File: src/rtl/mcs4_cycle_seq_pkg.sv
// Shared MCS-4 types for the cycle sequencer: phase encoding, instruction words
// and the opcode classifiers used to sequence two-word instructions.
package mcs4;

  localparam int Cycles_per_instruction = 8;
  localparam int Max_clk_div            = 16;

  typedef enum logic [2:0] {A1, A2, A3, M1, M2, X1, X2, X3} instr_cyc_t;

  typedef struct packed {
    logic [3:0] opr;
    logic [3:0] opa;
  } instr_t;

  typedef struct packed {
    logic [3:0] op_b;
    logic [3:0] op_c;
  } instr2_t;

  // FIN counts as two-word: its second cycle is the indirect fetch.
  function automatic logic is_two_word(instr_t i);
    case (i.opr)
      4'h1, 4'h4, 4'h5, 4'h7: return 1'b1;
      4'h2, 4'h3:             return !i.opa[0];
      default:                return 1'b0;
    endcase
  endfunction

  function automatic logic is_fin(instr_t i);
    return (i.opr == 4'h3) && !i.opa[0];
  endfunction

  function automatic logic is_src(instr_t i);
    return (i.opr == 4'h2) && i.opa[0];
  endfunction

  function automatic logic is_io(instr_t i);
    return i.opr == 4'hE;
  endfunction

endpackage

File: src/rtl/mcs4_cycle_seq_if.sv
// Bus/strobe bundle between the cycle sequencer (master) and the core datapath (slave).
// Optional stop handshake is present when MCS4_STOP_EN is defined.
interface mcs4_cycle_seq_if;
  import mcs4::*;

  logic       run_en;
  logic [3:0] data_in;
  instr_cyc_t cyc;
  logic       phase_tick;
  logic       sync;
  instr_t     instr;
  instr2_t    instr2;
  logic       second_cycle;
  logic       fin_cycle;
  logic       pc_inc;
  logic       cm_rom;
  logic       cm_ram;
  logic       instr_done;
`ifdef MCS4_STOP_EN
  logic       stop_req;
  logic       stop_ack;
`endif

  modport master (
    input  run_en, data_in,
`ifdef MCS4_STOP_EN
    input  stop_req,
    output stop_ack,
`endif
    output cyc, phase_tick, sync, instr, instr2, second_cycle, fin_cycle,
           pc_inc, cm_rom, cm_ram, instr_done
  );

  modport slave (
    output run_en, data_in,
`ifdef MCS4_STOP_EN
    output stop_req,
    input  stop_ack,
`endif
    input  cyc, phase_tick, sync, instr, instr2, second_cycle, fin_cycle,
           pc_inc, cm_rom, cm_ram, instr_done
  );

endinterface

File: src/rtl/mcs4_cycle_seq_prescaler.sv
// Phase tick generator: one tick every Clk_div enabled clocks, count frozen while disabled.
module mcs4_phase_prescaler import mcs4::*; #(
  parameter int Clk_div = 1
) (
  input  logic clk,
  input  logic rst,
  input  logic run_en,
  output logic phase_tick
);

  localparam int              Cw   = $clog2(Max_clk_div);
  localparam logic [Cw-1:0]   Last = Cw'(Clk_div - 1);

  logic [Cw-1:0] count;

  always_ff @(posedge clk or posedge rst) begin
    if (rst) begin
      count <= '0;
    end else if (run_en) begin
      count <= (count == Last) ? '0 : count + 1'b1;
    end
  end

  assign phase_tick = run_en && !rst && (count == Last);

endmodule

File: src/rtl/mcs4_cycle_seq.sv
// MCS-4 instruction-cycle sequencer: eight-phase machine cycle, OPR/OPA latching,
// two-word sequencing and CM strobes. Optional stop handshake: MCS4_STOP_EN.
module mcs4_cycle_seq import mcs4::*; #(
  parameter int Clk_div                = 1,
  parameter int Cycles_per_instruction = mcs4::Cycles_per_instruction
) (
  input logic              clk,
  input logic              rst,
  mcs4_cycle_seq_if.master bus
);

  if (Cycles_per_instruction != mcs4::Cycles_per_instruction) begin : g_bad_cpi
    $error("mcs4_cycle_seq: Cycles_per_instruction must be 8");
  end
  if (Clk_div < 1 || Clk_div > Max_clk_div) begin : g_bad_div
    $error("mcs4_cycle_seq: Clk_div must be in 1..16");
  end

  instr_cyc_t cyc;
  instr_t     instr;
  instr2_t    instr2;
  logic       second_cycle;
  logic       fin_cycle;
  logic       tick;
  logic       run_gate;
  logic       done_now;

`ifdef MCS4_STOP_EN
  logic stopped;
  assign run_gate     = bus.run_en && !stopped;
  assign bus.stop_ack = stopped;
`else
  assign run_gate = bus.run_en;
`endif

  mcs4_phase_prescaler #(.Clk_div(Clk_div)) u_prescaler (
    .clk        (clk),
    .rst        (rst),
    .run_en     (run_gate),
    .phase_tick (tick)
  );

  assign done_now = tick && (cyc == X3) && (second_cycle || !is_two_word(instr));

  // The second-cycle flags are decided on the X3 exit, so a stop can only land between instructions.
  always_ff @(posedge clk or posedge rst) begin
    if (rst) begin
      cyc          <= A1;
      instr        <= '0;
      instr2       <= '0;
      second_cycle <= 1'b0;
      fin_cycle    <= 1'b0;
`ifdef MCS4_STOP_EN
      stopped      <= 1'b0;
`endif
    end else begin
`ifdef MCS4_STOP_EN
      if (stopped) begin
        if (!bus.stop_req) stopped <= 1'b0;
      end else
`endif
      if (tick) begin
        cyc <= instr_cyc_t'(cyc + 3'd1);
        case (cyc)
          M1: begin
            if (second_cycle) instr2.op_b <= bus.data_in;
            else              instr.opr   <= bus.data_in;
          end
          M2: begin
            if (second_cycle) instr2.op_c <= bus.data_in;
            else              instr.opa   <= bus.data_in;
          end
          X3: begin
            if (second_cycle) begin
              second_cycle <= 1'b0;
              fin_cycle    <= 1'b0;
            end else begin
              second_cycle <= is_two_word(instr);
              fin_cycle    <= is_fin(instr);
            end
`ifdef MCS4_STOP_EN
            if (done_now && bus.stop_req) stopped <= 1'b1;
`endif
          end
          default: ;
        endcase
      end
    end
  end

  assign bus.cyc          = cyc;
  assign bus.phase_tick   = tick;
  assign bus.sync         = (cyc == X3);
  assign bus.instr        = instr;
  assign bus.instr2       = instr2;
  assign bus.second_cycle = second_cycle;
  assign bus.fin_cycle    = fin_cycle;
  assign bus.pc_inc       = tick && (cyc == M2) && !fin_cycle;
  assign bus.instr_done   = done_now;
  assign bus.cm_rom       = (cyc == A3)
                         || ((cyc == M2) && !second_cycle && is_io(instr))
                         || ((cyc == X2) && !second_cycle && is_src(instr));
  assign bus.cm_ram       = bus.cm_rom;

endmodule

File: src/flat_wrapper.sv
// flat-port wrapper written by rule: the top's interface ports become plain ports
module mcs4_cycle_seq_flat import mcs4::*;
#(
  parameter int Clk_div                = 1,
  parameter int Cycles_per_instruction = mcs4::Cycles_per_instruction
)
  (clk, rst, bus_run_en, bus_data_in, bus_cyc, bus_phase_tick, bus_sync, bus_instr, bus_instr2, bus_second_cycle, bus_fin_cycle, bus_pc_inc, bus_cm_rom, bus_cm_ram, bus_instr_done);
  mcs4_cycle_seq_if bus_i ();
  input logic clk;
  input logic rst;
  input wire logic [$bits(bus_i.run_en)-1:0] bus_run_en;
  input wire logic [$bits(bus_i.data_in)-1:0] bus_data_in;
  output wire logic [$bits(bus_i.cyc)-1:0] bus_cyc;
  output wire logic [$bits(bus_i.phase_tick)-1:0] bus_phase_tick;
  output wire logic [$bits(bus_i.sync)-1:0] bus_sync;
  output wire logic [$bits(bus_i.instr)-1:0] bus_instr;
  output wire logic [$bits(bus_i.instr2)-1:0] bus_instr2;
  output wire logic [$bits(bus_i.second_cycle)-1:0] bus_second_cycle;
  output wire logic [$bits(bus_i.fin_cycle)-1:0] bus_fin_cycle;
  output wire logic [$bits(bus_i.pc_inc)-1:0] bus_pc_inc;
  output wire logic [$bits(bus_i.cm_rom)-1:0] bus_cm_rom;
  output wire logic [$bits(bus_i.cm_ram)-1:0] bus_cm_ram;
  output wire logic [$bits(bus_i.instr_done)-1:0] bus_instr_done;
  assign bus_i.run_en = bus_run_en;
  assign bus_i.data_in = bus_data_in;
  assign bus_cyc = bus_i.cyc;
  assign bus_phase_tick = bus_i.phase_tick;
  assign bus_sync = bus_i.sync;
  assign bus_instr = bus_i.instr;
  assign bus_instr2 = bus_i.instr2;
  assign bus_second_cycle = bus_i.second_cycle;
  assign bus_fin_cycle = bus_i.fin_cycle;
  assign bus_pc_inc = bus_i.pc_inc;
  assign bus_cm_rom = bus_i.cm_rom;
  assign bus_cm_ram = bus_i.cm_ram;
  assign bus_instr_done = bus_i.instr_done;
  mcs4_cycle_seq #(.Clk_div(Clk_div), .Cycles_per_instruction(Cycles_per_instruction)) u_core (.clk(clk), .rst(rst), .bus(bus_i));
endmodule
File: config.mk
export PLATFORM = sky130hd
export DESIGN_NAME = mcs4_cycle_seq_flat
export DESIGN_NICKNAME = d
export VERILOG_FILES = /design/src/rtl/mcs4_cycle_seq_pkg.sv /design/src/rtl/mcs4_cycle_seq_if.sv /design/src/rtl/mcs4_cycle_seq_prescaler.sv /design/src/rtl/mcs4_cycle_seq.sv /design/src/flat_wrapper.sv
export SDC_FILE = /design/constraint.sdc
export NUM_CORES = 1
export LEC_CHECK = 0
export CAP_MARGIN = 10
export CORE_ASPECT_RATIO = 1.25
export CORE_MARGIN = 2
export CORE_UTILIZATION = 55
export CTS_BUF_LIST = sky130_fd_sc_hd__clkbuf_8
export CTS_CLUSTER_SIZE = 24
export DETAILED_ROUTE_END_ITERATION = 10
export DONT_BUFFER_PORTS = 1
export GPL_TIMING_DRIVEN = 0
export PLACE_DENSITY = 0.66
export SYNTH_ARGS = -nofsm -noshare
export SYNTH_HDL_FRONTEND = slang
export SYNTH_SLANG_ARGS = --single-unit
File: constraint.sdc
create_clock -name clk -period 3.2 [get_ports clk]
set_input_delay 0.32 -clock clk [delete_from_list [all_inputs] [get_ports clk]]
set_output_delay 0.32 -clock clk [all_outputs]
set_load 0.01 [all_outputs]
==> run metrics <==
drt first-iter violations 18; clk slew on worst S/H paths 0.09 ns; n_diodes 0; WS Path Type reg -> out; Cell Pwr Density 798 mW/mm²; Worst VDD drop 414 µV; CTS buffer count 3; total gr overflow 0; # DRC 0; DP Worst Slack 0.943 ns; type of the most critical hold path in -> async; Antenna Nets Post-Route 0; storage element area 626 µm²; post-synthesis mux area share 17.3%; most frequent cells in the layout dfrtp_1, mux2_2, inv_1, ha_1, nand2_1; Seq/Total Area, Yosys 49.9%; Gate power share 29.4%; Critical Path End Type output port; via/cell ratio 5.40; Seq pwr share 53.0%; average cell area after synthesis 13.1 µm²; I/O pins 34; Post-Synth Simple-Gate Area 15.4%; initial antenna violation count 0; Tightest Pin Transition 0.944 ns; Synth Instances 96; Clk Latency, worst-skew pair 0.27 ns; routed len/inst 15.4 µm; top cell type by total area after synthesis dfrtp_1; largest family of logic cells by synthesized area multiplexers; switching share of power 37.7%; post-synth top area share 49.9%; CTS tree done; xor/xnor share of the synthesized area 1.40%; CP startpoint kind register; Post-CTS Setup Bufs 0; Cell Int Power 667 µW; Period Utilization, post-route 68.2%; area delta synth->final 6.98%; Leak 0.682 nW; first-pass detailed-route iteration total 3; Vias 707; Compound-Gate Fraction of Synth Area 4.39%; Placer Congestion 0.717; Longest Clk Path Bufs 2; Hold Violations, Final 0; CORE AREA 0.00219 mm²; final worst slack 1.02 ns; Slew headroom 37.0%; worst clock skew 0.00690 ns; MaxCap Viol Count 0; IO Port Bufs 0; Fillers 191; Seq cells post-synth 25; area of the multi-input gates 571 µm²; Clk pwr share 17.6%; global-route wire length before repair 3.44 mm; H-tree levels 1; largest net degree at the start of global routing 27; layout cells sized above 1 32.0%; crit path max fanout 10; Psw 404 µW; layout net count 115; WP data required 2.88 ns; YS warnings 0; Worst Path Arrival 1.86 ns; Final Critical Period 2.18 ns; hold buffers post-CTS 0; syn_nets 110; height of the die 57.4 µm; vias in the first global route 766; adder-cell area share of the yosys netlist 6.98%; gr usage total 18.3%; starting density of the core 57.4%; # rows 19; leading cell type in the layout, fill and taps excluded dfrtp_1; Final Setup Violations 0; die area 0.00268 mm²; Unique masters post-synth 30; drt total wl 2.02 mm; top post-synthesis cells by area dfrtp_1, mux2_2, ha_1, mux2_4, inv_1; die width 46.7 µm; post-cts repair resize count 0; Fin Setup TNS 0 ns; Root Driver clkbuf_8; RSZ-0062 raised after global routing false; Max Slew Vio Count 0; Netlist Area Pre-Place 0.00125 mm²; outcome finished, final reports clean; CTS Sinks 25; post-DP HPWL 1.50 mm; f_max 458 MHz
==> cell type report <==
class	instances	share of cell area, %
tap	31	2.89
inverter	7	1.96
clock inverter	1	0.559
clock buffer	3	3.08
buffer	3	2.42
sequential	25	46.6
multi-input combinational	61	42.5
==> final timing paths <==
path,start,end,slack [ns],cells after the start
worst max-delay path,u_core.u_prescaler.count[0],bus_pc_inc,1.02,6
worst min-delay path,rst,u_core.bus.second_cycle,0.14,1
worst max register to register,u_core.u_prescaler.count[0],u_core.bus.instr[3],1.29,6
worst min register to register,u_core.u_prescaler.count[3],u_core.u_prescaler.count[3],0.53,1
max in group asynchronous,rst,u_core.u_prescaler.count[0],2.48,1
min in group clk,bus_run_en,u_core.u_prescaler.count[1],0.16,1
==> cells in the mapped netlist <==
library cell	n
buf_2	1
mux2_4	4
nor2_1	3
o22ai_1	1
nand2_1	6
nand4_1	1
nand3b_1	1
inv_1	7
nor3_1	3
a31oi_1	1
and3_4	1
nor3b_2	1
nor3b_4	1
nand3b_4	1
dfrtp_1	25
a22o_1	1
nand4b_1	1
nand4_4	1
mux2_2	14
buf_12	1
nor3b_1	1
o21ai_0	3
nor2b_1	2
a21oi_1	2
and3_2	1
xnor2_1	2
ha_1	7
and4b_1	1
a21o_2	1
buf_4	1
==> sequential cells by signal, summed over array words and instances, names as in the netlist <==
signal                    flops
u_core.bus.second_cycle       1
u_core.bus.fin_cycle          1
u_core.bus.instr2             8
u_core.u_prescaler.count      4
u_core.bus.cyc                3
u_core.bus.instr              8
==> power by group through the flow <==
stage / clock network (mW) / registers (mW) / logic [mW]
after detailed placement: 0 / 0.576 / 0.318
after global placement: 0 / 0.571 / 0.309
after floorplan: 0 / 0.545 / 0.278
final: 0.189 / 0.567 / 0.315
after CTS: 0.198 / 0.570 / 0.319
after global routing: 0.207 / 0.592 / 0.365
==> routing by layer <==
metal / share of wire (%) / GRT usage (%) / up-vias
met5: 0 / 0 / -
met3: 6.3 / 4.11 / 5
met1: 44 / 23.4 / 337
li1: - / - / 341
met2: 48 / 28.4 / 24
met4: 2.4 / 9.52 / 0
==> through the flow <==
stage	instances	util (%)	hold slack, ns	area (µm²)	power, mW
finish	131	61.4	0.141	1340	1.07
global route	131	61.4	0.171	1340	1.16
CTS	131	61.4	0.149	1340	1.09
detailed placement	127	59.2	0.443	1290	0.894
global placement	127	59.2	0.438	1290	0.880
floorplan	96	-	0.356	1250	0.823
==> critical path, cell delays in order, from the launching register on <==
cell and delay, ns:
dfrtp_1 0.41, inv_1 0.10, ha_1 0.17, nor3b_2 0.19, and3_4 0.23, buf_12 0.14, nor3b_1 0.36
==> logic make-up (layout without fill, tap and decap cells) <==
logic type | after synthesis | count (layout)
DFF | 25 | 25
and+or+nand+nor | 25 | 25
muxes | 18 | 18
buffers and inverters | 10 | 14
AOI/OAI and AO/OA | 9 | 9
adders and majority gates | 7 | 7
xor gates and xnor gates | 2 | 2
Power figures use the tool's default switching activity.
